**config.mk**
```make
export PLATFORM = sky130hd
export DESIGN_NAME = pattern_playback_ctrl_flat
export DESIGN_NICKNAME = d
export VERILOG_FILES = /design/src/rtl/game_pkg.sv /design/src/rtl/pattern_playback_ctrl_if.sv /design/src/rtl/dwell_timer.sv /design/src/rtl/pattern_playback_ctrl.sv /design/src/flat_wrapper.sv
export SDC_FILE = /design/constraint.sdc
export NUM_CORES = 1
export LEC_CHECK = 0
export ABC_AREA = 1
export BUFFER_PORTS_ARGS = -buffer_cell sky130_fd_sc_hd__buf_2
export CAP_MARGIN = 15
export CORE_MARGIN = 4
export CORE_UTILIZATION = 65
export CTS_BUF_LIST = sky130_fd_sc_hd__clkbuf_2
export DETAILED_ROUTE_END_ITERATION = 8
export PLACE_DENSITY = 0.87
export SKIP_CTS_REPAIR_TIMING = 1
export SLEW_MARGIN = 40
export SYNTH_ARGS = -nofsm -noshare
export SYNTH_HDL_FRONTEND = slang
export SYNTH_SLANG_ARGS = --single-unit
```
**constraint.sdc**
```tcl
create_clock -name clk -period 5.1 [get_ports clk]
set_input_delay 0.51 -clock clk [delete_from_list [all_inputs] [get_ports clk]]
set_output_delay 0.51 -clock clk [all_outputs]
set_load 0.1 [all_outputs]
```
**src/rtl/game_pkg.sv**
```systemverilog
// Shared types, sizes and element helpers for the pattern playback controller.
package game_pkg;

    localparam int unsigned MAX_LEN   = 25;
    localparam int unsigned ELEM_W    = 3;
    localparam int unsigned PATTERN_W = 75;
    localparam int unsigned LEN_W     = 5;
    localparam int unsigned LED_W     = 8;
    localparam int unsigned DWELL_W   = 16;

    typedef enum logic [1:0] {
        ST_IDLE = 2'd0,
        ST_SHOW = 2'd1,
        ST_GAP  = 2'd2,
        ST_DONE = 2'd3
    } play_state_e;

    // Requested lengths beyond the history depth play the full history.
    function automatic logic [LEN_W-1:0] clamp_len(input logic [LEN_W-1:0] len);
        return (len > LEN_W'(MAX_LEN)) ? LEN_W'(MAX_LEN) : len;
    endfunction

    // Constant-index mux keeps every part-select statically in range.
    function automatic logic [LED_W-1:0] elem_onehot(input logic [PATTERN_W-1:0] pat,
                                                     input logic [LEN_W-1:0]     idx);
        logic [ELEM_W-1:0] elem;
        elem = '0;
        for (int unsigned k = 0; k < MAX_LEN; k++) begin
            if (idx == LEN_W'(k)) elem = pat[k*ELEM_W +: ELEM_W];
        end
        return LED_W'(1) << elem;
    endfunction

endpackage

```
**src/rtl/pattern_playback_ctrl_if.sv**
```systemverilog
// Command and display bundle between a playback requester and the controller.
interface pattern_playback_ctrl_if;
    import game_pkg::*;

    logic                 start;
    logic                 abort;
    logic                 reverse;
    logic [LEN_W-1:0]     length;
    logic [PATTERN_W-1:0] pattern;
    logic [LED_W-1:0]     led;
    logic                 busy;
    logic                 done;

    modport master (
        output start, abort, reverse, length, pattern,
        input  led, busy, done
    );

    modport slave (
        input  start, abort, reverse, length, pattern,
        output led, busy, done
    );

endinterface

```
**src/rtl/dwell_timer.sv**
```systemverilog
// Loadable down-counter; expire_c is high once the count has reached zero.
module dwell_timer
    import game_pkg::*;
(
    input  logic               clk,
    input  logic               rst,
    input  logic               load,
    input  logic [DWELL_W-1:0] load_value,
    output logic               expire_c
);

    logic [DWELL_W-1:0] count;

    always_ff @(posedge clk or posedge rst) begin
        if (rst) begin
            count <= '0;
        end else if (load) begin
            count <= load_value;
        end else if (count != '0) begin
            count <= count - DWELL_W'(1);
        end
    end

    assign expire_c = (count == '0);

endmodule

```
**src/rtl/pattern_playback_ctrl.sv**
```systemverilog
// Plays a captured 3-bit element history on a one-hot LED bank with lit/dark
// dwell per element, then pulses done.
module pattern_playback_ctrl
    import game_pkg::*;
#(
    parameter int unsigned ON_CYCLES  = 4,
    parameter int unsigned OFF_CYCLES = 2
) (
    input logic                    clk,
    input logic                    rst,
    pattern_playback_ctrl_if.slave bus
);

    // Timer counts down to zero, so a load of N-1 gives N cycles in the state.
    localparam logic [DWELL_W-1:0] ON_LOAD  = DWELL_W'(ON_CYCLES - 1);
    localparam logic [DWELL_W-1:0] OFF_LOAD = DWELL_W'(OFF_CYCLES - 1);

    play_state_e          state, state_next;
    logic [PATTERN_W-1:0] pat_q, pat_next;
    logic                 rev_q, rev_next;
    logic [LEN_W-1:0]     len_q, len_next;
    logic [LEN_W-1:0]     idx_q, idx_next;
    logic [LED_W-1:0]     led_q, led_next;
    logic                 busy_q, busy_next;
    logic                 done_q, done_next;

    logic                 timer_load;
    logic [DWELL_W-1:0]   timer_value;
    logic                 expire_c;
    logic [LEN_W-1:0]     start_len;
    logic                 last_elem;

    dwell_timer u_dwell_timer (
        .clk        (clk),
        .rst        (rst),
        .load       (timer_load),
        .load_value (timer_value),
        .expire_c   (expire_c)
    );

    always_ff @(posedge clk or posedge rst) begin
        if (rst) begin
            state  <= ST_IDLE;
            pat_q  <= '0;
            rev_q  <= 1'b0;
            len_q  <= '0;
            idx_q  <= '0;
            led_q  <= '0;
            busy_q <= 1'b0;
            done_q <= 1'b0;
        end else begin
            state  <= state_next;
            pat_q  <= pat_next;
            rev_q  <= rev_next;
            len_q  <= len_next;
            idx_q  <= idx_next;
            led_q  <= led_next;
            busy_q <= busy_next;
            done_q <= done_next;
        end
    end

    // Outputs are computed for the next cycle and registered above.
    always_comb begin
        state_next  = state;
        pat_next    = pat_q;
        rev_next    = rev_q;
        len_next    = len_q;
        idx_next    = idx_q;
        led_next    = '0;
        busy_next   = 1'b1;
        done_next   = 1'b0;
        timer_load  = 1'b0;
        timer_value = '0;
        start_len   = clamp_len(bus.length);
        last_elem   = rev_q ? (idx_q == len_q - LEN_W'(1)) : (idx_q == '0);

        unique case (state)
            ST_IDLE: begin
                busy_next = 1'b0;
                if (bus.start && !bus.abort) begin
                    pat_next  = bus.pattern;
                    rev_next  = bus.reverse;
                    len_next  = start_len;
                    busy_next = 1'b1;
                    if (start_len == '0) begin
                        state_next = ST_DONE;
                        idx_next   = '0;
                        done_next  = 1'b1;
                    end else begin
                        state_next = ST_SHOW;
                        idx_next   = bus.reverse ? '0 : start_len - LEN_W'(1);
                        led_next   = elem_onehot(bus.pattern, idx_next);
                    end
                end
            end
            ST_SHOW: begin
                if (expire_c) state_next = ST_GAP;
                else          led_next   = elem_onehot(pat_q, idx_q);
            end
            ST_GAP: begin
                if (expire_c) begin
                    if (last_elem) begin
                        state_next = ST_DONE;
                        done_next  = 1'b1;
                    end else begin
                        state_next = ST_SHOW;
                        idx_next   = rev_q ? idx_q + LEN_W'(1) : idx_q - LEN_W'(1);
                        led_next   = elem_onehot(pat_q, idx_next);
                    end
                end
            end
            ST_DONE: begin
                state_next = ST_IDLE;
                busy_next  = 1'b0;
            end
            default: begin
                state_next = ST_IDLE;
                busy_next  = 1'b0;
            end
        endcase

        if (bus.abort && state != ST_IDLE) begin
            state_next = ST_IDLE;
            idx_next   = '0;
            led_next   = '0;
            busy_next  = 1'b0;
            done_next  = 1'b0;
        end

        // Dwell restarts on every state entry.
        if (state_next != state) begin
            timer_load = 1'b1;
            unique case (state_next)
                ST_SHOW: timer_value = ON_LOAD;
                ST_GAP:  timer_value = OFF_LOAD;
                default: timer_value = '0;
            endcase
        end
    end

    assign bus.led  = led_q;
    assign bus.busy = busy_q;
    assign bus.done = done_q;

endmodule

```
**src/flat_wrapper.sv**
```systemverilog
// flat-port wrapper written by rule: the top's interface ports become plain ports
module pattern_playback_ctrl_flat import game_pkg::*;
#(
    parameter int unsigned ON_CYCLES  = 4,
    parameter int unsigned OFF_CYCLES = 2
)
  (clk, rst, bus_start, bus_abort, bus_reverse, bus_length, bus_pattern, bus_led, bus_busy, bus_done);
  pattern_playback_ctrl_if bus_i ();
  input logic clk;
  input logic rst;
  input wire logic [$bits(bus_i.start)-1:0] bus_start;
  input wire logic [$bits(bus_i.abort)-1:0] bus_abort;
  input wire logic [$bits(bus_i.reverse)-1:0] bus_reverse;
  input wire logic [$bits(bus_i.length)-1:0] bus_length;
  input wire logic [$bits(bus_i.pattern)-1:0] bus_pattern;
  output wire logic [$bits(bus_i.led)-1:0] bus_led;
  output wire logic [$bits(bus_i.busy)-1:0] bus_busy;
  output wire logic [$bits(bus_i.done)-1:0] bus_done;
  assign bus_i.start = bus_start;
  assign bus_i.abort = bus_abort;
  assign bus_i.reverse = bus_reverse;
  assign bus_i.length = bus_length;
  assign bus_i.pattern = bus_pattern;
  assign bus_led = bus_i.led;
  assign bus_busy = bus_i.busy;
  assign bus_done = bus_i.done;
  pattern_playback_ctrl #(.ON_CYCLES(ON_CYCLES), .OFF_CYCLES(OFF_CYCLES)) u_core (.clk(clk), .rst(rst), .bus(bus_i));
endmodule
```
# Word-level counts from Yosys, hierarchy flattened
# Index checks and enable logic that the tools add are counted.
# totals
ff_bits	114
inputBits	85
output_inout_bits	10
wordCells	236
# op_classes
addsub	5
n_lt_le_gt_ge	1
n_eq_ne	82
shift	3
muxes	121
reduce_logical	15
# ops
op	n
$mux 3	83
$eq 5x5->1 const B	27
$eq 5x4->1 const B	24
$eq 5x3->1 const B	12
$mux 16	3
$mux 8	6
$mux 5	8
$eq 5x2->1 const B	6
$pmux 8 s3	1
$shl 1x3->8 const A	3
$logic_not 5->1	4
$logic_not 16->1	1
$reduce_bool 16->1	1
$sub 16x1->16 const B	1
$eq 5x1->1 const B	3
$sub 5x1->5 const B	3
$mux 2	6
$pmux 5 s2	1
$mux 1	9
$pmux 2 s4	1
$eq 2x2->1 const B	3
$ne 3x1->1 const B	2
$add 5x1->5 const B	1
$eq 5x5->1	1
13 further kinds	17

# Longest topological paths before layout
# Gate-level depths: netlist (run 1).
# depth
word_depth	38
ltp_mapped	38
depth_no_buf	37

# Modules after synthesis
# A second synthesis (run 1) with hierarchy kept.
# unflattened
cells_unflattened	1354
hier_area_um2	8423.1
# modules_own_cells
module	n_inst	cells_each	area_per_inst_um2	seq_area_each_um2
pattern_playback_ctrl	1	1185	7249.5	2452.4
dwell_timer	1	169	1173.6	400.4

# Worst setup path after synthesis (run 1)
# Ideal clock, no wire load.
# synth_timing
kind	input to register
start	in bus_length[3]
end	reg u_core.led_q[4], in the netlist u_core.bus.led[4]
setup_ps	113
arrival_ps	2892
t_required_ps	4987
slack_ps	2095
stages	30
n_path_buf	0
path_cell_list	nand2_2 o21ai_2 inv_2 ha_1 nand3_1 nand2_1 inv_2 nor2_4 nor2_1 nor2_2 nand3_1 nand3_1 nor2_1 nand3_1 nor2_1 nand4_1 nand2_1 nand4_1 nor2_1 nand4_1 nor2_1 nand3_1 nand2_1 nand4_2 nand2_1 inv_2 nand2_1 nand3_1 nand2_1 inv_1
# synth_via
elab_chain_cells	38
word_cells_on_any_way	63
cone_classes	add/sub (1); order compare (1); eq/ne (24); shift (1); mux (34); reduce/logical (2)
# synth_rtl
item	line	source
start, declared	flat_wrapper.sv:14	input wire logic [$bits(bus_i.length)-1:0] bus_length;
$gt 5x5->1	game_pkg.sv:20	return (len > LEN_W'(MAX_LEN)) ? LEN_W'(MAX_LEN) : len;
$mux 5 (*)	game_pkg.sv:20	
$sub 5x1->5	pattern_playback_ctrl.sv:92	idx_next = bus.reverse ? '0 : start_len - LEN_W'(1);
$mux 5	pattern_playback_ctrl.sv:92	
$logic_not 5->1	game_pkg.sv:29	if (idx == LEN_W'(k)) elem = pat[k*ELEM_W +: ELEM_W];
$mux 3 (25 in series)	game_pkg.sv:29	
$mux 3	pattern_playback_ctrl.sv:86	if (start_len == '0) begin
$mux 3	pattern_playback_ctrl.sv:81	if (bus.start && !bus.abort) begin
$mux 3	pattern_playback_ctrl.sv:78	unique case (state)
$shl 1x3->8	game_pkg.sv:31	return LED_W'(1) << elem;
$mux 8 (*)	pattern_playback_ctrl.sv:86	
$mux 8 (*)	pattern_playback_ctrl.sv:81	
$pmux 8 s3 (*)	pattern_playback_ctrl.sv:78	
$mux 8 (*)	pattern_playback_ctrl.sv:123	if (bus.abort && state != ST_IDLE) begin
via u_core.led_next[4]	pattern_playback_ctrl.sv:23	logic [LED_W-1:0] led_q, led_next;
end signal, assigned	pattern_playback_ctrl.sv:57	led_q <= led_next;
end, declared	pattern_playback_ctrl.sv:23	
# The timed path passes the listed nets; every way through them passes the cells marked *. The select of a mux whose other input is x is not followed.
# A chain may end at the register's enable or synchronous reset.

# Worst setup path in the final report (run 1)
# layout_timing
start	reg u_core.idx_q[0]
end	reg u_core.led_q[6], in the netlist u_core.bus.led[6]
# layout_via
elab_chain_cells	36
word_cells_on_any_way	117
cone_classes	add/sub (2); eq/ne (49); shift (2); mux (62); reduce/logical (2)
# layout_rtl
item	line	source
start, declared	pattern_playback_ctrl.sv:22	logic [LEN_W-1:0] idx_q, idx_next;
start signal, assigned	pattern_playback_ctrl.sv:56	idx_q <= idx_next;
$sub 5x1->5 or $add 5x1->5 (tied branches)	pattern_playback_ctrl.sv:108	idx_next = rev_q ? idx_q + LEN_W'(1) : idx_q - LEN_W'(1);
$mux 5	pattern_playback_ctrl.sv:108	
$logic_not 5->1	game_pkg.sv:29	
$mux 3 (25 in series)	game_pkg.sv:29	
$mux 3	pattern_playback_ctrl.sv:103	if (last_elem) begin
$mux 3	pattern_playback_ctrl.sv:102	if (expire_c) begin
$mux 3	pattern_playback_ctrl.sv:78	
$shl 1x3->8	game_pkg.sv:31	
$mux 8	pattern_playback_ctrl.sv:103	
$mux 8	pattern_playback_ctrl.sv:102	
$pmux 8 s3 (*)	pattern_playback_ctrl.sv:78	
$mux 8 (*)	pattern_playback_ctrl.sv:123	
via u_core.led_next[6]	pattern_playback_ctrl.sv:23	
# Marked as above.

==> out/results.tsv, run 1 <==
stage	metric	value	unit
sta	worst_pin_slew	691	ps
place	dp_hpwl	19000	um
global_route	grt_pass1_vias	8050	
sta	slew_violations	0	
die	rows	40	
place	port_buffers	94	
logic_synthesis	yosys.area.top_type	dfrtp_1	
outcome	violations	negative hold slack	
power_and_ir_drop	peakVddDrop	0.563	mV
finish	nNetsFinal	1499	
die	fp.dieH	121	um
drt	dr.pass1.iters	6	
logic_synthesis	synth-seq-area-share	0.345	
sta	fin_crit	3830	ps
drt	wl	24500	um
run	cap_violations	0	
die	ioPinCount	95	
logic_synthesis	ys_ff_latch	114	
sta	max_freq	261	MHz
global_route	grt_util_all_layers	0.341	
clock_tree	htree_levels	4	
drt	route.detailed.drc	0	
setup_path	critPathMaxStageDelay	580	ps
power_and_ir_drop	p_per_area	649	nW/um2
sta	skew	35.9	ps
die	fp.dieW	121	um
setup_path	path_max_fanout	9	
logic_synthesis	syn_nets	1405	
logic_synthesis	avgSynthCellArea	6.31	um2
drt	wl_per_cell	15.5	um
finish	area_growth	10.3	%
logic_synthesis	synth_top_area_frac	0.345	
die	die-area	14600	um2
sta	setup_viol	0	
drt	final_antenna_net_count	0	
die	core	12200	um2
sta	finalCritPeriodShare	0.751	
clock_tree	clk_latency	720	ps
outcome	status	complete, but fails checks	
setup_path	slowest_stage	dfrtp_1	
finish	fin_util	0.747	
global_route	antenna_found_initial	1	
clock_tree	clock-sinks	114	
logic_synthesis	synthCells	1310	
setup_path	path_common_cell	nand2_1	
sta	holdWs	-3.20	ps
setup_path	arrival	4510	ps
clock_tree	clk_pin_slew	200	ps
clock_tree	cts_buffers	17	
place	gp_congestion	0.971	
sta	setup_tns	0	ps
setup_path	endpoint_kind	register	
clock_tree	cts-root-buf	clkbuf_2	
logic_synthesis	synth_area	8270	um2
drt	detail_route.iter0.violations	1066	
power_and_ir_drop	power	0.00592	W
sta	finalHoldViolCount	1	
sta	slew_headroom	0.536	
power_and_ir_drop	p_leak	4.71	nW
clock_tree	clock_path_buffers	2	
finish	final_common_cell	nand2_1	
global_route	grt_max_degree	71	
sta	rsz0062_at_grt	no	
logic_synthesis	synth.area.top_cells	dfrtp_1, nand2_1, inv_1	
setup_path	crit_path_start_kind	register	
hold_path	hp-class	in -> reg	
clock_tree	cts_tree	yes	
logic_synthesis	synthDistinctLibCells	44	
die	initial_core_util	0.677	
global_route	grt_pass1_wl	39400	um
logic_synthesis	yosysWarnings	0	
drt	num_vias	8743	
finish	layout_common_cells	nand2_1, inv_1, nor2_1, dfrtp_1, o21ai_0	
setup_path	crit_required	5780	ps
drt	vias_per_cell	5.51	
setup_path	criticalPathCategory	reg -> reg	
finish	drive_gt1_frac	0.143	
global_route	gr-total-overflow	0	
routing by layer:
| metal | up-vias | global-route usage | part of all wire | wire (um) |
|---|---|---|---|---|
| met5 | - | 0 | 0 | 0 |
| met2 | 425 | 0.544 | 0.46 | 11300 |
| met3 | 84 | 0.0781 | 0.087 | 2130 |
| met1 | 3983 | 0.446 | 0.42 | 10300 |
| li1 | 4251 | - | - | - |
| met4 | 0 | 0.146 | 0.032 | 793 |
synthesized netlist by cell type (all sizes together):
cell type / n
a211oi: 5
ha: 10
and2: 1
nor2: 153
buf: 13
o2111ai: 4
xor2: 9
nand3: 66
a31oi: 1
inv: 226
o21ai: 118
nand2: 468
nand4: 29
a311oi: 1
o22ai: 1
dfrtp: 114
nor4: 2
a32o: 1
clkbuf: 14
o31ai: 1
a21boi: 1
nand3b: 1
xnor2: 9
a21oi: 38
or2: 10
nor3: 14
state kept, by name, summed over array words and instances, names as in the netlist:
signal                      flops
u_core.bus.done                 1
u_core.state                    2
u_core.len_q                    5
u_core.u_dwell_timer.count     16
u_core.idx_q                    5
u_core.pat_q                   75
u_core.rev_q                    1
u_core.bus.busy                 1
u_core.bus.led                  8
layout make-up:
cell class | instances | area, um2
Multi-Input combinational cell | 943 | 4420
Fill cell | 1053 | 3090
Sequential cell | 114 | 2850
Inverter | 226 | 863
Timing Repair Buffer | 102 | 548
Tap cell | 168 | 210
Clock inverter | 14 | 139
Clock buffer | 18 | 90.1
Antenna cell | 1 | 2.50
path summary, 6_finish.rpt:
check	from	slack (ps)	endpoint	depth (start not counted)
max in group asynchronous	rst	3610	u_core.pat_q[30]	4
min	bus_pattern[74]	-3	u_core.pat_q[74]	3
min in group asynchronous	rst	410	u_core.u_dwell_timer.count[0]	3
max	u_core.idx_q[0]	1270	u_core.bus.led[6]	25
max reg2reg	u_core.idx_q[0]	1270	u_core.bus.led[6]	25
min reg2reg	u_core.u_dwell_timer.count[6]	520	u_core.u_dwell_timer.count[6]	1
metrics by stage:
| step | area (um2) | cells | setup slack (ps) |
|---|---|---|---|
| final | 9120 | 1586 | 1270 |
| after floorplan | 8270 | 1310 | 1570 |
| after global placement | 8830 | 1548 | 1070 |
| after detailed placement | 8830 | 1548 | 1090 |
| after CTS | 9060 | 1580 | 1360 |
| after global routing | 9120 | 1586 | 996 |
cell families (layout without fill, tap and decap cells):
group           Yosys count  in the layout  synth area share
xor+xnor                 18             18            0.0222
other cells               0              1                 0
simple gates            744            744             0.384
flops                   114            114             0.345
buf+inv                 253            360             0.122
compound gates          171            171             0.112
fa+ha+maj                10             10            0.0151
critical path: cells and delay by family (launching register included):
kind	cells	cell delay [ps]
fa+ha+maj	1	410
simple gates	20	2060
flops	1	580
compound gates	1	170
buf+inv	2	300
xor+xnor	1	270
report_power, final:
group	leakage, nW	internal (W)	switching, W	total [W]
Combinational	3.14	0.00112	0.00254	0.00366
Clock	0.131	0.000222	0.000374	0.000597
Sequential	1.44	0.00129	0.000367	0.00166
Note: power is estimated with default switching activity, not from simulation.
==> run 2: changes to the inputs <==
--- a/config.mk
+++ b/config.mk
@@ -9,10 +9,10 @@
 export BUFFER_PORTS_ARGS = -buffer_cell sky130_fd_sc_hd__buf_2
 export CAP_MARGIN = 15
 export CORE_MARGIN = 4
-export CORE_UTILIZATION = 65
+export CORE_UTILIZATION = 61
 export CTS_BUF_LIST = sky130_fd_sc_hd__clkbuf_2
 export DETAILED_ROUTE_END_ITERATION = 8
-export PLACE_DENSITY = 0.87
+export PLACE_DENSITY = 0.83
 export SKIP_CTS_REPAIR_TIMING = 1
 export SLEW_MARGIN = 40
 export SYNTH_ARGS = -nofsm -noshare
==> constraint.sdc (replaced) <==
create_clock -name clk -period 4 [get_ports clk]
set_input_delay 0.4 -clock clk [delete_from_list [all_inputs] [get_ports clk]]
set_output_delay 0.4 -clock clk [all_outputs]
set_load 0.1 [all_outputs]
==> run 2 against run 1 <==
Against the previous run:
- the run now ends clean
- hold slack improved by 17 ps
- register-to-register slack got worse by 930 ps
- count of clock-buffer cells in the layout fell by 1
- die area rose by 6.1%
- critical path depth did not move
- sequential cell count did not move
- combinational power rose by 33%
- wire length rose by 6.4%
- largest power group unchanged
- critical endpoint is now u_core.bus.led[4]
- sequential power rose by 25%
- setup slack got worse by 930 ps
==> out/results.tsv, run 2 (same netlist as run 1, synthesis figures left out) <==
stage	metric	value	unit
drt	vias_per_cell	5.42	
outcome	status	finished clean	
drt	route.detailed.drc	0	
sta	worst_pin_slew	772	ps
sta	rsz0062_at_grt	no	
global_route	grt_pass1_wl	40500	um
global_route	grt_max_degree	110	
setup_path	slowest_stage	dfrtp_1	
place	gp_congestion	0.996	
global_route	gr-total-overflow	0	
setup_path	rr_worst_depth	25	
setup_path	path_common_cell	nand2_1	
hold_path	worstHoldPathCells	5	
setup_path	cp-endpoint	u_core.bus.led[4]	
setup_path	arrival	4360	ps
power_and_ir_drop	swShare	0.553	
power_and_ir_drop	p_per_area	778	nW/um2
setup_path	endpoint_kind	register	
sta	finalCritPeriodShare	0.915	
hold_path	hp-class	in -> reg	
place	dp_hpwl	18900	um
clock_tree	clk_pin_slew	210	ps
clock_tree	clock_path_buffers	2	
finish	drive_gt1_frac	0.139	
clock_tree	htree_levels	4	
power_and_ir_drop	p_sw	0.00428	W
finish	final_common_cell	nand2_1	
sta	max_freq	273	MHz
setup_path	r2r_start	u_core.idx_q[1]	
clock_tree	cts-root-buf	clkbuf_2	
sta	setup_tns	0	ps
global_route	grtUsageMet3	0.0686	
sta	slew_headroom	0.485	
drt	detail_route.iter0.violations	1224	
power_and_ir_drop	intPower	0.00346	W
clock_tree	cts_buffers	17	
clock_tree	cts_tree	yes	
finish	nNetsFinal	1580	
finish	fill_cells	1058	
global_route	grt_util_all_layers	0.319	
die	die-area	15500	um2
power_and_ir_drop	clkPwrFrac	0.106	
run	cap_violations	0	
power_and_ir_drop	peakVddDrop	0.643	mV
die	ioPinCount	95	
setup_path	crit_path_start	u_core.idx_q[1]	
finish	largest_reg_flops	75	
finish	regMostFlops	u_core.pat_q	
sta	skew	21.8	ps
drt	dr.pass1.iters	6	
die	rows	42	
finish	multi_input_area	4420	um2
setup_path	path_max_fanout	7	
sta	finalHoldViolCount	0	
finish	n_antenna_cell	0	
power_and_ir_drop	p_seq_frac	0.268	
global_route	grtUsageMet1	0.419	
setup_path	crit_path_start_kind	register	
setup_path	regToRegEndpoint	u_core.bus.led[4]	
clock_tree	clk_latency	750	ps
setup_path	critPathMaxStageDelay	500	ps
sta	fin_crit	3660	ps
sta	setup_viol	0	
drt	num_vias	9070	
power_and_ir_drop	power	0.00774	W
finish	final-seq-area	2850	um2
global_route	antenna_found_initial	0	
die	fp.dieH	124	um
die	fp.dieW	124	um
clock_tree	clock-sinks	114	
finish	area_growth	20.3	%
power_and_ir_drop	p_leak	5.06	nW
drt	wl_per_cell	15.6	um
global_route	grt_pass1_vias	8217	
sta	slew_violations	0	
finish	layout_common_cells	nand2_1, inv_1, nor2_1, dfrtp_1, o21ai_0	
setup_path	crit_required	4700	ps
drt	final_antenna_net_count	0	
power_and_ir_drop	pwr-share-comb	0.626	
die	initial_core_util	0.624	
place	port_buffers	94	
setup_path	ff2ff_setup_slack	340	ps
global_route	grt_use_met2	0.518	
die	core	13200	um2
drt	wl	26100	um
global_route	busiest_layer	met2	
setup_path	criticalPathCategory	reg -> reg	
sta	holdWs	14.3	ps
[run 2: cell count changes in the layout (fill, tap and decap cells not counted), sizes merged]
cell | previous run | this run
inv | 227 | 229
buf | 98 | 104
clkinv | 7 | 6
diode | 1 | 0
dlygate4sd3 | 4 | 79
clkbuf | 18 | 17
[run 2: routing by layer]
layer | wire length [um] | part of all wire
met3 | 2280 | 0.088
met4 | 755 | 0.029
met2 | 12500 | 0.48
met1 | 10600 | 0.41
met5 | 0 | 0
[run 2: how the worst min path moves through the flow]
stage	startpoint	end	slack, ps
global route	bus_length[1]	u_core.len_q[1]	10
CTS	rst	u_core.u_dwell_timer.count[13]	-250
detailed placement	u_core.pat_q[53]	u_core.pat_q[53]	490
finish	bus_length[2]	u_core.len_q[2]	10
floorplan	u_core.pat_q[36]	u_core.pat_q[36]	460
global placement	u_core.pat_q[36]	u_core.pat_q[36]	480
[run 2: critical path: cells and delay by family, from the launching register on]
| kind | cells | cell delay, ps |
|---|---|---|
| compound gates | 1 | 180 |
| buf+inv | 2 | 140 |
| flops | 1 | 500 |
| fa+ha+maj | 2 | 520 |
| simple gates | 20 | 2250 |
[run 2: through the flow]
stage	util	setup WS [ps]	std cells	instance area, um2
floorplan	-	584	1310	8270
global placement	0.673	104	1563	8910
detailed placement	0.673	118	1563	8910
CTS	0.692	423	1595	9160
global route	0.751	86.1	1674	9950
finish	0.751	341	1674	9950
[run 2: final cells by class]
cell class | instances | share of cell area
well taps | 176 | 0.0221
repair buffers | 183 | 0.136
inverters | 226 | 0.0868
multi-input cells | 943 | 0.444
clock inverters | 15 | 0.0160
clock buffers | 17 | 0.00855
flip-flops and latches | 114 | 0.287
[run 2: power by group through the flow]
stage | combinational [W] | clock [W] | sequential, W
floorplan | 0.00346 | 0 | 0.00212
global route | 0.00546 | 0.000870 | 0.00212
CTS | 0.00470 | 0.000819 | 0.00205
global placement | 0.00457 | 0 | 0.00207
detailed placement | 0.00468 | 0 | 0.00207
finish | 0.00485 | 0.000817 | 0.00207
==> run 3: changes to the inputs <==
--- a/config.mk
+++ b/config.mk
@@ -8,11 +8,13 @@
 export ABC_AREA = 1
 export BUFFER_PORTS_ARGS = -buffer_cell sky130_fd_sc_hd__buf_2
 export CAP_MARGIN = 15
+export CELL_PAD_IN_SITES_DETAIL_PLACEMENT = 1
+export CELL_PAD_IN_SITES_GLOBAL_PLACEMENT = 2
 export CORE_MARGIN = 4
-export CORE_UTILIZATION = 61
+export CORE_UTILIZATION = 33
 export CTS_BUF_LIST = sky130_fd_sc_hd__clkbuf_2
 export DETAILED_ROUTE_END_ITERATION = 8
-export PLACE_DENSITY = 0.83
+export PLACE_DENSITY = 0.82
 export SKIP_CTS_REPAIR_TIMING = 1
 export SLEW_MARGIN = 40
 export SYNTH_ARGS = -nofsm -noshare
==> run 3 against run 2 <==
Against the previous run:
- sequential share of layout area is 1.1 points lower
- utilization is 33 points lower
- sequential cell count stayed put
- largest power group unchanged
==> out/results.tsv, run 3 (same netlist as run 1, synthesis figures left out) <==
stage	metric	value	unit
outcome	status	finished clean	
sta	slew_violations	0	
sta	finalHoldViolCount	0	
sta	setup_viol	0	
clock_tree	clk_pin_slew	260	ps
clock_tree	htree_levels	4	
hold_path	worstHoldPathCells	6	
finish	layout_common_cells	nand2_1, inv_1, nor2_1, dfrtp_1, o21ai_0	
hold_path	hp-class	in -> reg	
die	fp.dieH	166	um
drt	dr.pass1.iters	5	
place	place_ws	-115	ps
drt	detail_route.iter0.violations	477	
die	rows	57	
setup_path	ff2ff_setup_slack	380	ps
clock_tree	cts_tree	yes	
setup_path	endpoint_kind	register	
setup_path	regToRegEndpoint	u_core.bus.led[6]	
die	core	24500	um2
global_route	grt_util_all_layers	0.222	
sta	fin_crit	3620	ps
setup_path	arrival	4320	ps
run	cap_violations	0	
sta	max_freq	276	MHz
global_route	grt_pass1_vias	9218	
drt	route.detailed.drc	0	
die	fp.dieW	166	um
global_route	grt_max_degree	73	
power_and_ir_drop	clkPwrFrac	0.107	
global_route	antenna_found_initial	1	
hold_path	min-delay-start	bus_length[3]	
sta	rsz0062_at_grt	no	
power_and_ir_drop	p_sw	0.00459	W
place	dp_hpwl	24200	um
power_and_ir_drop	swShare	0.553	
setup_path	r2r_start	u_core.idx_q[0]	
finish	finalNonFillerCells	1851	
drt	wl	31500	um
drt	num_vias	8899	
power_and_ir_drop	pwr-share-comb	0.646	
place	dp_cells	1737	
power_and_ir_drop	p_leak	5.21	nW
setup_path	rr_worst_depth	25	
die	initial_core_util	0.338	
die	ioPinCount	95	
global_route	gr-total-overflow	0	
clock_tree	clock-sinks	114	
place	gp_congestion	0.854	
finish	drive_gt1_frac	0.155	
setup_path	path_max_fanout	4	
hold_path	holdPathEnd	u_core.len_q[2]	
clock_tree	clock_path_buffers	2	
global_route	grt_pass1_wl	49300	um
setup_path	crit_path_start_kind	register	
finish	final_common_cell	nand2_1	
setup_path	criticalPathCategory	reg -> reg	
sta	slew_headroom	0.532	
setup_path	crit_required	4700	ps
die	die-area	27700	um2
place	port_buffers	94	
clock_tree	cts_buffers	17	
drt	wl_per_cell	17.0	um
finish	regMostFlops	u_core.pat_q	
sta	worst_pin_slew	697	ps
finish	area_growth	25.3	%
sta	setup_ws	375	ps
finish	largest_reg_flops	75	
power_and_ir_drop	peakVddDrop	0.699	mV
clock_tree	cts-root-buf	clkbuf_2	
clock_tree	clk_latency	770	ps
finish	fill_cells	3280	
sta	skew	45.0	ps
sta	finalCritPeriodShare	0.906	
finish	nNetsFinal	1608	
drt	vias_per_cell	4.81	
power_and_ir_drop	intPower	0.00370	W
drt	final_antenna_net_count	0	
power_and_ir_drop	p_per_area	801	nW/um2
power_and_ir_drop	p_seq_frac	0.247	
[run 3: changes by cell type in the layout (fill, tap and decap cells not counted)]
cell and delta:
buf_4 +27, buf_6 -1, inv_6 +3, clkinvlp_4 -2
dlygate4sd3_1 +2, inv_8 +1, diode_2 +1, clkinv_2 +1
clkinv_4 -1, clkinv_1 -2
[run 3: critical path, stage by stage (launching register included)]
cell and delay [ps]:
dfrtp_1 460, ha_1 230, inv_1 80, nor2_1 50, ha_1 270, or2_1 270
nand3_1 170, buf_4 130, nor2_1 60, a21oi_2 120, nand3_1 90, nand2_1 90
nand4_1 110, nor2_1 120, nand4_1 140, nand2_1 90, nand4_1 70, nand2_1 120
nand3_2 90, a21boi_2 170, nand4_2 150, nor2_1 210, nand2_1 70, nand3_1 80
nand2_1 50, inv_1 70
[run 3: routing by layer]
layer / share of wire / track usage
met5: 0 / 0
met4: 0.020 / 0.0576
met3: 0.030 / 0.0352
met2: 0.49 / 0.384
met1: 0.46 / 0.289
[run 3: worst max-delay path by stage]
stage                    startpoint                 to  slack, ps  depth (start not counted)
CTS                 u_core.idx_q[0]  u_core.bus.led[6]        410                         25
global route        u_core.idx_q[0]  u_core.bus.led[6]         30                         25
global placement      bus_length[4]  u_core.bus.led[2]        -80                         32
floorplan                       rst    u_core.bus.busy        580                          1
detailed placement    bus_length[4]  u_core.bus.led[6]       -110                         32
finish              u_core.idx_q[0]  u_core.bus.led[6]        380                         25
[run 3: area by class of cell]
class,instances,area (um2),share of cell area
Sequential cell,114,2850,0.275
Clock buffer,17,85.1,0.00821
Clock inverter,15,170,0.0164
Inverter,226,863,0.0833
Timing Repair Buffer,211,1560,0.151
Tap cell,324,405,0.0391
Multi-Input combinational cell,943,4420,0.426
Antenna cell,1,2.50,0.000242
[run 3: power groups by stage]
| stage | logic (W) | registers [W] | clock network, W |
|---|---|---|---|
| final | 0.00536 | 0.00205 | 0.000889 |
| after global routing | 0.00603 | 0.00211 | 0.000966 |
| after CTS | 0.00532 | 0.00205 | 0.000914 |
| after detailed placement | 0.00531 | 0.00207 | 0 |
| after global placement | 0.00521 | 0.00207 | 0 |
| after floorplan | 0.00346 | 0.00212 | 0 |
[run 3: stage by stage]
step	instance area [um2]	hold WS, ps	TNS [ps]	total power [W]	utilization
final	10400	64.0	0	0.00830	0.424
after global routing	10400	38.6	0	0.00911	0.424
after CTS	9550	-303	0	0.00829	0.390
after detailed placement	9290	491	-706	0.00737	0.380
after global placement	9290	486	-545	0.00728	0.380
after floorplan	8270	459	0	0.00558	-
